===== src/rtl/toysram_wb_pkg.sv =====
// Shared types and constants for the Wishbone command bridge toward toysram.
// Command FIFO entries pack {we, sel, adr, dat} with dat in the low bits.
package toysram_wb_pkg;

  typedef enum logic [1:0] {
    ST_IDLE    = 2'd0,
    ST_ACK     = 2'd1,
    ST_RD_WAIT = 2'd2
  } state_t;

  localparam int DAT_W   = 32;
  localparam int SEL_W   = 4;
  localparam int DAT_LSB = 0;
  localparam int ADR_LSB = DAT_W;

  localparam logic [31:0] TIMEOUT_DATA_DEFAULT = 32'hDEAD_DEAD;

  function automatic int sel_lsb(input int adr_w);
    return ADR_LSB + adr_w;
  endfunction

  function automatic int we_bit(input int adr_w);
    return ADR_LSB + adr_w + SEL_W;
  endfunction

  function automatic int entry_w(input int adr_w);
    return 1 + SEL_W + adr_w + DAT_W;
  endfunction

endpackage


===== src/rtl/wb_cmd_bridge_cmd_fifo.sv =====
// Synchronous FIFO (module cmd_fifo) holding queued Wishbone commands.
// The head entry is read straight from storage so it stays stable until popped.
module cmd_fifo #(
  parameter int WIDTH = 8,
  parameter int DEPTH = 4
) (
  input  logic             clk,
  input  logic             rst,
  input  logic             push,
  input  logic [WIDTH-1:0] wdata,
  input  logic             pop,
  output logic [WIDTH-1:0] rdata,
  output logic             full,
  output logic             empty
);

  localparam int PTR_W = $clog2(DEPTH);
  localparam logic [PTR_W:0] FULL_CNT = (PTR_W + 1)'(DEPTH);

  logic [WIDTH-1:0] mem [DEPTH];
  logic [PTR_W-1:0] wr_ptr;
  logic [PTR_W-1:0] rd_ptr;
  logic [PTR_W:0]   count;
  logic             do_push;
  logic             do_pop;

  assign full    = (count == FULL_CNT);
  assign empty   = (count == '0);
  assign do_push = push & ~full;
  assign do_pop  = pop & ~empty;
  assign rdata   = mem[rd_ptr];

  // NOTE: sequential state uses non-blocking assignments so every flop samples pre-edge values.
  always_ff @(posedge clk) begin
    if (rst) begin
      wr_ptr <= '0;
      rd_ptr <= '0;
      count  <= '0;
    end else begin
      if (do_push) wr_ptr <= wr_ptr + 1'b1;
      if (do_pop)  rd_ptr <= rd_ptr + 1'b1;
      case ({do_push, do_pop})
        2'b10:   count <= count + 1'b1;
        2'b01:   count <= count - 1'b1;
        default: count <= count;
      endcase
    end
  end

  // NOTE: storage is not reset; the pointers and count alone define which entries are valid.
  always_ff @(posedge clk) begin
    if (do_push) mem[wr_ptr] <= wdata;
  end

endmodule


===== src/rtl/wb_cmd_bridge.sv =====
// Wishbone single-beat slave that queues window hits as commands toward toysram.
// Optional macro WB_SLAVE_ERR_EN adds wbs_err_o for read timeouts and sel==0 requests.
module wb_cmd_bridge
  import toysram_wb_pkg::*;
#(
  parameter logic [31:0] BASE_ADDR    = 32'h3000_0000,
  parameter logic [31:0] BASE_MASK    = 32'hF000_0000,
  parameter int          ADR_W        = 28,
  parameter int          CMD_DEPTH    = 4,
  parameter int          RD_TIMEOUT   = 255,
  parameter logic [31:0] TIMEOUT_DATA = TIMEOUT_DATA_DEFAULT
) (
  input  logic             clk,
  input  logic             rst,
  input  logic             wbs_stb_i,
  input  logic             wbs_cyc_i,
  input  logic             wbs_we_i,
  input  logic [3:0]       wbs_sel_i,
  input  logic [31:0]      wbs_dat_i,
  input  logic [31:0]      wbs_adr_i,
  output logic             wbs_ack_o,
`ifdef WB_SLAVE_ERR_EN
  output logic             wbs_err_o,
`endif
  output logic [31:0]      wbs_dat_o,
  output logic             cmd_val,
  input  logic             cmd_rdy,
  output logic [ADR_W-1:0] cmd_adr,
  output logic             cmd_we,
  output logic [3:0]       cmd_sel,
  output logic [31:0]      cmd_dat,
  input  logic             rd_ack,
  input  logic [31:0]      rd_dat,
  output logic             fifo_full
);

  localparam int          ENTRY_W = entry_w(ADR_W);
  localparam int          SEL_LSB = sel_lsb(ADR_W);
  localparam int          WE_BIT  = we_bit(ADR_W);
  localparam logic [15:0] TO_LAST = 16'(RD_TIMEOUT - 1);

  state_t             state;
  state_t             state_nxt;
  logic [15:0]        cnt_q;
  logic               abort_q;
  logic               req;
  logic               sel_bad;
  logic               accept;
  logic               rd_timeout;
  logic               abort_now;
  logic               fifo_empty;
  logic [ENTRY_W-1:0] head;

  assign req = wbs_cyc_i & wbs_stb_i & ((wbs_adr_i & BASE_MASK) == BASE_ADDR);
`ifdef WB_SLAVE_ERR_EN
  logic rsp_err_q;
  assign sel_bad = (wbs_sel_i == 4'b0000);
`else
  assign sel_bad = 1'b0;
`endif
  assign accept     = (state == ST_IDLE) & req & ~sel_bad & ~fifo_full;
  assign rd_timeout = (cnt_q == TO_LAST);
  assign abort_now  = abort_q | ~wbs_cyc_i;

  always_ff @(posedge clk) begin
    if (rst) state <= ST_IDLE;
    else     state <= state_nxt;
  end

  // NOTE: default assignment first so no path through the case leaves state_nxt unassigned (no latch).
  always_comb begin
    state_nxt = state;
    case (state)
      ST_IDLE: begin
        if (req & sel_bad)  state_nxt = ST_ACK;
        else if (accept)    state_nxt = wbs_we_i ? ST_ACK : ST_RD_WAIT;
      end
      ST_ACK:  state_nxt = ST_IDLE;
      ST_RD_WAIT: begin
        if (rd_ack | rd_timeout) state_nxt = abort_now ? ST_IDLE : ST_ACK;
      end
      default: state_nxt = ST_IDLE;
    endcase
  end

  // Read tracking: wait counter, abort flag and returned data.
  always_ff @(posedge clk) begin
    if (rst) begin
      cnt_q     <= '0;
      abort_q   <= 1'b0;
      wbs_dat_o <= '0;
`ifdef WB_SLAVE_ERR_EN
      rsp_err_q <= 1'b0;
`endif
    end else begin
      case (state)
        ST_IDLE: begin
          if (accept & ~wbs_we_i) begin
            cnt_q   <= '0;
            abort_q <= 1'b0;
          end
`ifdef WB_SLAVE_ERR_EN
          rsp_err_q <= req & sel_bad;
`endif
        end
        ST_RD_WAIT: begin
          cnt_q <= cnt_q + 16'd1;
          if (~wbs_cyc_i) abort_q <= 1'b1;
          if (rd_ack & ~abort_now)           wbs_dat_o <= rd_dat;
          else if (rd_timeout & ~abort_now)  wbs_dat_o <= TIMEOUT_DATA;
`ifdef WB_SLAVE_ERR_EN
          rsp_err_q <= ~rd_ack & rd_timeout;
`endif
        end
        default: ;
      endcase
    end
  end

  always_comb begin
`ifdef WB_SLAVE_ERR_EN
    wbs_ack_o = (state == ST_ACK) & ~rsp_err_q;
    wbs_err_o = (state == ST_ACK) &  rsp_err_q;
`else
    wbs_ack_o = (state == ST_ACK);
`endif
  end

  cmd_fifo #(
    .WIDTH (ENTRY_W),
    .DEPTH (CMD_DEPTH)
  ) u_cmd_fifo (
    .clk   (clk),
    .rst   (rst),
    .push  (accept),
    .wdata ({wbs_we_i, wbs_sel_i, wbs_adr_i[ADR_W-1:0], wbs_dat_i}),
    .pop   (cmd_val & cmd_rdy),
    .rdata (head),
    .full  (fifo_full),
    .empty (fifo_empty)
  );

  assign cmd_val = ~fifo_empty;
  assign cmd_dat = head[DAT_LSB +: DAT_W];
  assign cmd_adr = head[ADR_LSB +: ADR_W];
  assign cmd_sel = head[SEL_LSB +: SEL_W];
  assign cmd_we  = head[WE_BIT];

endmodule


===== config.mk =====
export PLATFORM = sky130hd
export DESIGN_NAME = wb_cmd_bridge
export DESIGN_NICKNAME = d
export VERILOG_FILES = /design/src/rtl/toysram_wb_pkg.sv /design/src/rtl/wb_cmd_bridge_cmd_fifo.sv /design/src/rtl/wb_cmd_bridge.sv
export SDC_FILE = /design/constraint.sdc
export NUM_CORES = 1
export LEC_CHECK = 0
export ABC_AREA = 1
export CORE_MARGIN = 2
export CORE_UTILIZATION = 45
export CTS_CLUSTER_DIAMETER = 120
export DETAILED_ROUTE_END_ITERATION = 7
export GPL_ROUTABILITY_DRIVEN = 0
export HOLD_SLACK_MARGIN = 0.02
export PLACE_DENSITY = 0.72
export SETUP_SLACK_MARGIN = 0.1
export SLEW_MARGIN = 20
export SYNTH_ARGS = -nofsm -noshare
export SYNTH_HDL_FRONTEND = slang
export SYNTH_SLANG_ARGS = --single-unit

===== constraint.sdc =====
create_clock -name clk -period 4.6 [get_ports clk]
set_clock_uncertainty 0.15 [all_clocks]
set_input_delay 0.69 -clock clk [delete_from_list [all_inputs] [get_ports clk]]
set_output_delay 0.69 -clock clk [all_outputs]
set_load 0.01 [all_outputs]

After elaboration in Yosys (flattened, before gate mapping)

Memories as Yosys holds them, arrays and structs flattened. A register that Yosys moved wholly into a read port is not among the register bits.
Index checks and enable logic that the tools add are counted.

Flip-flop bits (word level): 58
Bits in writable memories: 260
Input port bits: 107
Output and inout port bits: 100
Word-level logic and storage cells: 67
Memories: 1

Add/subtract/negate cells: 5
Eq/ne operators: 11
Mux-type cells: 17
Bitwise logic cells: 17
Reductions and logical operators: 9

Memory list:

| memory         | words | width | read ports | clocked after memory_dff | wr ports | RTL line                     | RTL |
|---|---|---|---|---|---|---|---|
| u_cmd_fifo.mem | 4     | 65    | 1          | 1                        | 1        | wb_cmd_bridge_cmd_fifo.sv:20 | `logic [WIDTH-1:0] mem [DEPTH];` |

Operators with widths:

| operator                                                                | count |
|---|---|
| 32-bit 2-to-1 mux                                                       | 2 |
| 16-bit case mux with 2 select lines                                     | 1 |
| 16-bit by 1-bit adder with 16-bit output (second input constant)        | 1 |
| 16-bit by 8-bit equality test with 1-bit output (second input constant) | 1 |
| 16-bit 2-to-1 mux                                                       | 1 |
| 1-bit bitwise AND                                                       | 10 |
| 2-bit 2-to-1 mux                                                        | 5 |
| 2-bit inequality test (second input constant)                           | 3 |
| 3-bit case mux with 2 select lines                                      | 1 |
| 2-bit AND reduction                                                     | 3 |
| 2-bit nonzero test                                                      | 3 |
| 1-bit 2-to-1 mux                                                        | 5 |
| 1-bit inverter                                                          | 5 |
| 2-bit by 1-bit adder with 2-bit output (second input constant)          | 2 |
| 2-bit by 1-bit equality test with 1-bit output (second input constant)  | 2 |
| 2-bit equality test (second input constant)                             | 2 |
| 4-bit by 2-bit equality test with 1-bit output (second input constant)  | 1 |
| 2-bit case mux with 2 select lines                                      | 1 |
| 3-bit by 1-bit adder with 3-bit output (second input constant)          | 1 |
| 3-bit equality test (second input constant)                             | 1 |
| 3-bit zero test                                                         | 1 |
| 3-bit AND reduction                                                     | 1 |
| 3-bit by 1-bit subtractor with 3-bit output (second input constant)     | 1 |
| 2-bit zero test                                                         | 1 |
| other kinds (3)                                                         | 4 |

Longest topological paths before layout

Depth in word-level cells: 7
Gate-level depth with buffers: 12
Gate-level depth less buffers: 12

Modules after synthesis

A second synthesis with hierarchy kept.

Cells, all modules: 1,060
Area, all modules: 12,949.9 µm²

Modules (own cells, without submodules):

| module        | times used | cells an instance | area an instance (µm²) | seq. area each (µm²) |
|---|---|---|---|---|
| cmd_fifo      | 1          | 699               | 10,436.3               | 7,987.7 |
| wb_cmd_bridge | 1          | 361               | 2,513.7                | 1,021.0 |

Worst setup path before layout

OpenSTA, ideal clock, no wires.

Path kind: input -> register
Start point: in wbs_cyc_i
End point: mem u_cmd_fifo.mem[0][0] (netlist bit), enable pin
Setup time: 0.488 ns
Data arrival time: 3.817 ns
Data required time: 3.962 ns
Slack: 0.145 ns
Cell stages on the path: 6
Path buffers: 0
Cell sequence: nand2_1 inv_1 nand2_1 nor2_2 nand2_2 nor2_1

Longest elaborated chain between the ends: 7

Ends and longest elaborated chain:

| what                                   | RTL line                     | RTL |
|---|---|---|
| start: declaration                     | wb_cmd_bridge.sv:16          | `input logic wbs_cyc_i,` |
| 1-bit bitwise AND (2 in series)        | wb_cmd_bridge.sv:54          | `assign req = wbs_cyc_i & wbs_stb_i & ((wbs_adr_i & BASE_MASK) == BASE_ADDR);` |
| 1-bit bitwise AND (2 in series)        | wb_cmd_bridge.sv:61          | `assign accept = (state == ST_IDLE) & req & ~sel_bad & ~fifo_full;` |
| 1-bit bitwise AND                      | wb_cmd_bridge_cmd_fifo.sv:29 | `assign do_push = push & ~full;` |
| 1-bit 2-to-1 mux                       | wb_cmd_bridge_cmd_fifo.sv:52 | `if (do_push) mem[wr_ptr] <= wdata;` |
| 1-bit 2-to-1 mux (not written as such) | wb_cmd_bridge_cmd_fifo.sv:52 |  |
| end: declaration                       | wb_cmd_bridge_cmd_fifo.sv:20 |  |

Every way passes these cells.

==> impl_metrics.tcl <==
set metrics [dict create \
    status "completed" \
    most-common-layout-cells "edfxtp_1 (260), clkdlybuf4s50_1 (206), nor2_1 (178)" \
    syn_inst 1033 \
    leakagePower_nw 5.31 \
    slew_viol_final 0 \
    drive_gt1_frac 0.0932 \
    rsz0062_at_grt "no" \
    grt_pass1_wl_mm 44.1 \
    fp.dieW_um 171 \
    final_common_cell "edfxtp_1" \
    syn_area_um2 12600 \
    path_cells "buf_4 > o21ai_0 > o22ai_1 > clkdlybuf4s50_1" \
    dieHeight_um 171 \
    power_density_nw_per_um2 356 \
    drtAntennaViolNets 0 \
    yosysUniqueCellTypes 36 \
    yosysSeqAreaShare 0.715 \
    finalInstanceArea_um2 15900 \
    arrival_ps 3080 \
    worstPathMaxFanout 76 \
    coreArea_um2 27700 \
    required_ps 3760 \
    clockRootBuffer "clkbuf_16" \
    via_per_inst 5.24 \
    synth_nets 1148 \
    postCtsSetupBuffers 0 \
    finalSetupTns_ps 0 \
    wire_per_inst_um 17.4 \
    avgSynthCellArea_um2 12.2 \
    setup_viol 0 \
    clock-sinks 320 \
    crit_path_end_kind "output pin" \
    path_clk_slew_ps 60 \
    start_kind "flip-flop" \
    ys_ff_latch 320 \
    wl_mm 28.3 \
    start_util 0.455 \
    cts_hold_buf 0 \
    cts_resized 0 \
    max_freq_mhz 255 \
    period_minus_slack_ps 3920 \
    via_count 8505 \
    maxSlewHeadroom 0.293 \
    port_buffers 206 \
    max_cap_viol_count 0 \
    hold_violations 0 \
    cp_slowest_stage_delay_ps 840 \
    worstSetupPathType "flip-flop to output pin" \
    tightest_slew_ps 1050 \
    postPlaceCellArea_um2 15000 \
    ios 207 \
    drc 0 \
    ir_drop_mv 0.273 \
    grt_max_degree 77 \
    antenna_found_initial 1 \
    rows 61 \
    cts_tree "yes" \
    track_usage 0.189 \
    dr.pass1.iters 5 \
    cts_buffers 31 \
    drt_iter0_drc 686 \
    nets 1337 \
    hold_class "flip-flop to flip-flop" \
    critPathSlowestCell "dfxtp_4" \
    final.period_utilization 0.852 \
    dieArea_um2 29400 \
    clock_latency_ps 550 \
    clk_path_buf_depth 3 \
    grt_pass1_vias 8302 \
    syn_to_final_growth_pct 25.9 \
    hpwl_mm 17.1 \
    ys_warn_count 0 \
    overflow 0 \
    h-tree-depth 1 \
]
## critical path, delay by kind of cell, from the launching register on
| kind | cells | cell delay, ps |
|---|---|---|
| buffers and inverters | 2 | 1170 |
| AOI/OAI and AO/OA | 2 | 490 |
| DFF | 1 | 840 |
## Yosys cell counts
library cell  count  area [um^2]
clkinv_1          1         3.75
nand3_2           1         10.0
o21a_1            1         7.51
o22ai_1          65          407
nand2_4           1         11.3
nor2_1          182          683
nand4_1           4         25.0
nor3_1            2         10.0
and2_1            1         6.26
buf_2            21          105
or2_1             1         6.26
nor2_4            2         22.5
dfxtp_1          60         1200
a21oi_2          21          184
o21bai_1          1         7.51
nand2_2           6         37.5
inv_1            36          135
or2_2             2         12.5
nor2_2           23          144
o21ai_1          30          150
buf_4             2         15.0
buf_12            2         40.0
or2_0             1         6.26
a21oi_1          32          160
nand2_1          58          218
o31ai_1          22          165
fa_1              1         20.0
buf_6             4         45.0
nand3_1          29          145
clkbuf_1         34          128
a21boi_0          1         7.51
ha_1              7         87.6
a21o_1            1         7.51
inv_2             5         18.8
edfxtp_1        260         7810
o21ai_0         113          566
## metal layers
layer	up-vias	wire length, um	part of all wire	GRT usage
li1	4103	-	-	-
met1	4045	11900	0.42	0.250
met2	322	13200	0.47	0.315
met3	35	2730	0.096	0.0515
met4	0	424	0.015	0.0431
met5	-	0	0	0
## final timing paths
path / start / to / slack (ps) / cells after the start
setup / recovery: flip-flop / cmd_sel[1] / 680 / 4
hold / removal: u_cmd_fifo.rd_ptr[1]$_SDFFE_PP0N_ / flip-flop / 310 / 2
setup reg to reg: state[0]$_SDFFE_PP0P_ / wbs_dat_o[24]$_SDFFE_PP0P_ / 1930 / 7
hold reg to reg: u_cmd_fifo.rd_ptr[1]$_SDFFE_PP0N_ / flip-flop / 310 / 2
## state kept, by name, summed over array words and instances (netlist names), named ones only
register / flops
wbs_dat_o: 32
state: 2
abort_q: 1
cnt_q: 16
u_cmd_fifo.rd_ptr: 2
u_cmd_fifo.wr_ptr: 2
u_cmd_fifo.count: 3
u_cmd_fifo.mem: 260
## report_power, final
part	switching, mW	internal (mW)	total (mW)	leakage [nW]
registers	0.00670	3.13	3.14	2.82
clock network	1.00	1.27	2.27	0.429
logic	0.119	0.129	0.248	2.06
## stage by stage
stage | util | std cells | total power [mW] | hold slack, ps | setup WS (ps)
3_5_place_dp | 0.541 | 1567 | 3.45 | 305 | 1230
3_3_place_gp | 0.541 | 1567 | 3.44 | 299 | 1300
5_1_grt | 0.573 | 1622 | 5.83 | 339 | 473
4_1_cts | 0.573 | 1622 | 5.70 | 316 | 654
6_report | 0.573 | 1623 | 5.66 | 311 | 682
2_1_floorplan | - | 1033 | 3.28 | 289 | 145
## final cells by class
| type | instances | area (um^2) |
|---|---|---|
| antenna | 1 | 2.50 |
| timing repair buffer | 219 | 2200 |
| inverter | 42 | 160 |
| clock inverter | 5 | 21.3 |
| multi-input combinational | 608 | 3140 |
| clock buffer | 50 | 867 |
| sequential | 320 | 9010 |
| fill | 2221 | 11800 |
| tap | 378 | 473 |
## kinds of logic after synthesis
| family | after synthesis | share of synthesized area |
|---|---|---|
| compound gates | 287 | 0.132 |
| fa+ha+maj | 8 | 0.00854 |
| buf+inv | 105 | 0.0389 |
| flops | 320 | 0.715 |
| simple gates | 313 | 0.106 |
Note: power is estimated with default switching activity, not from simulation.
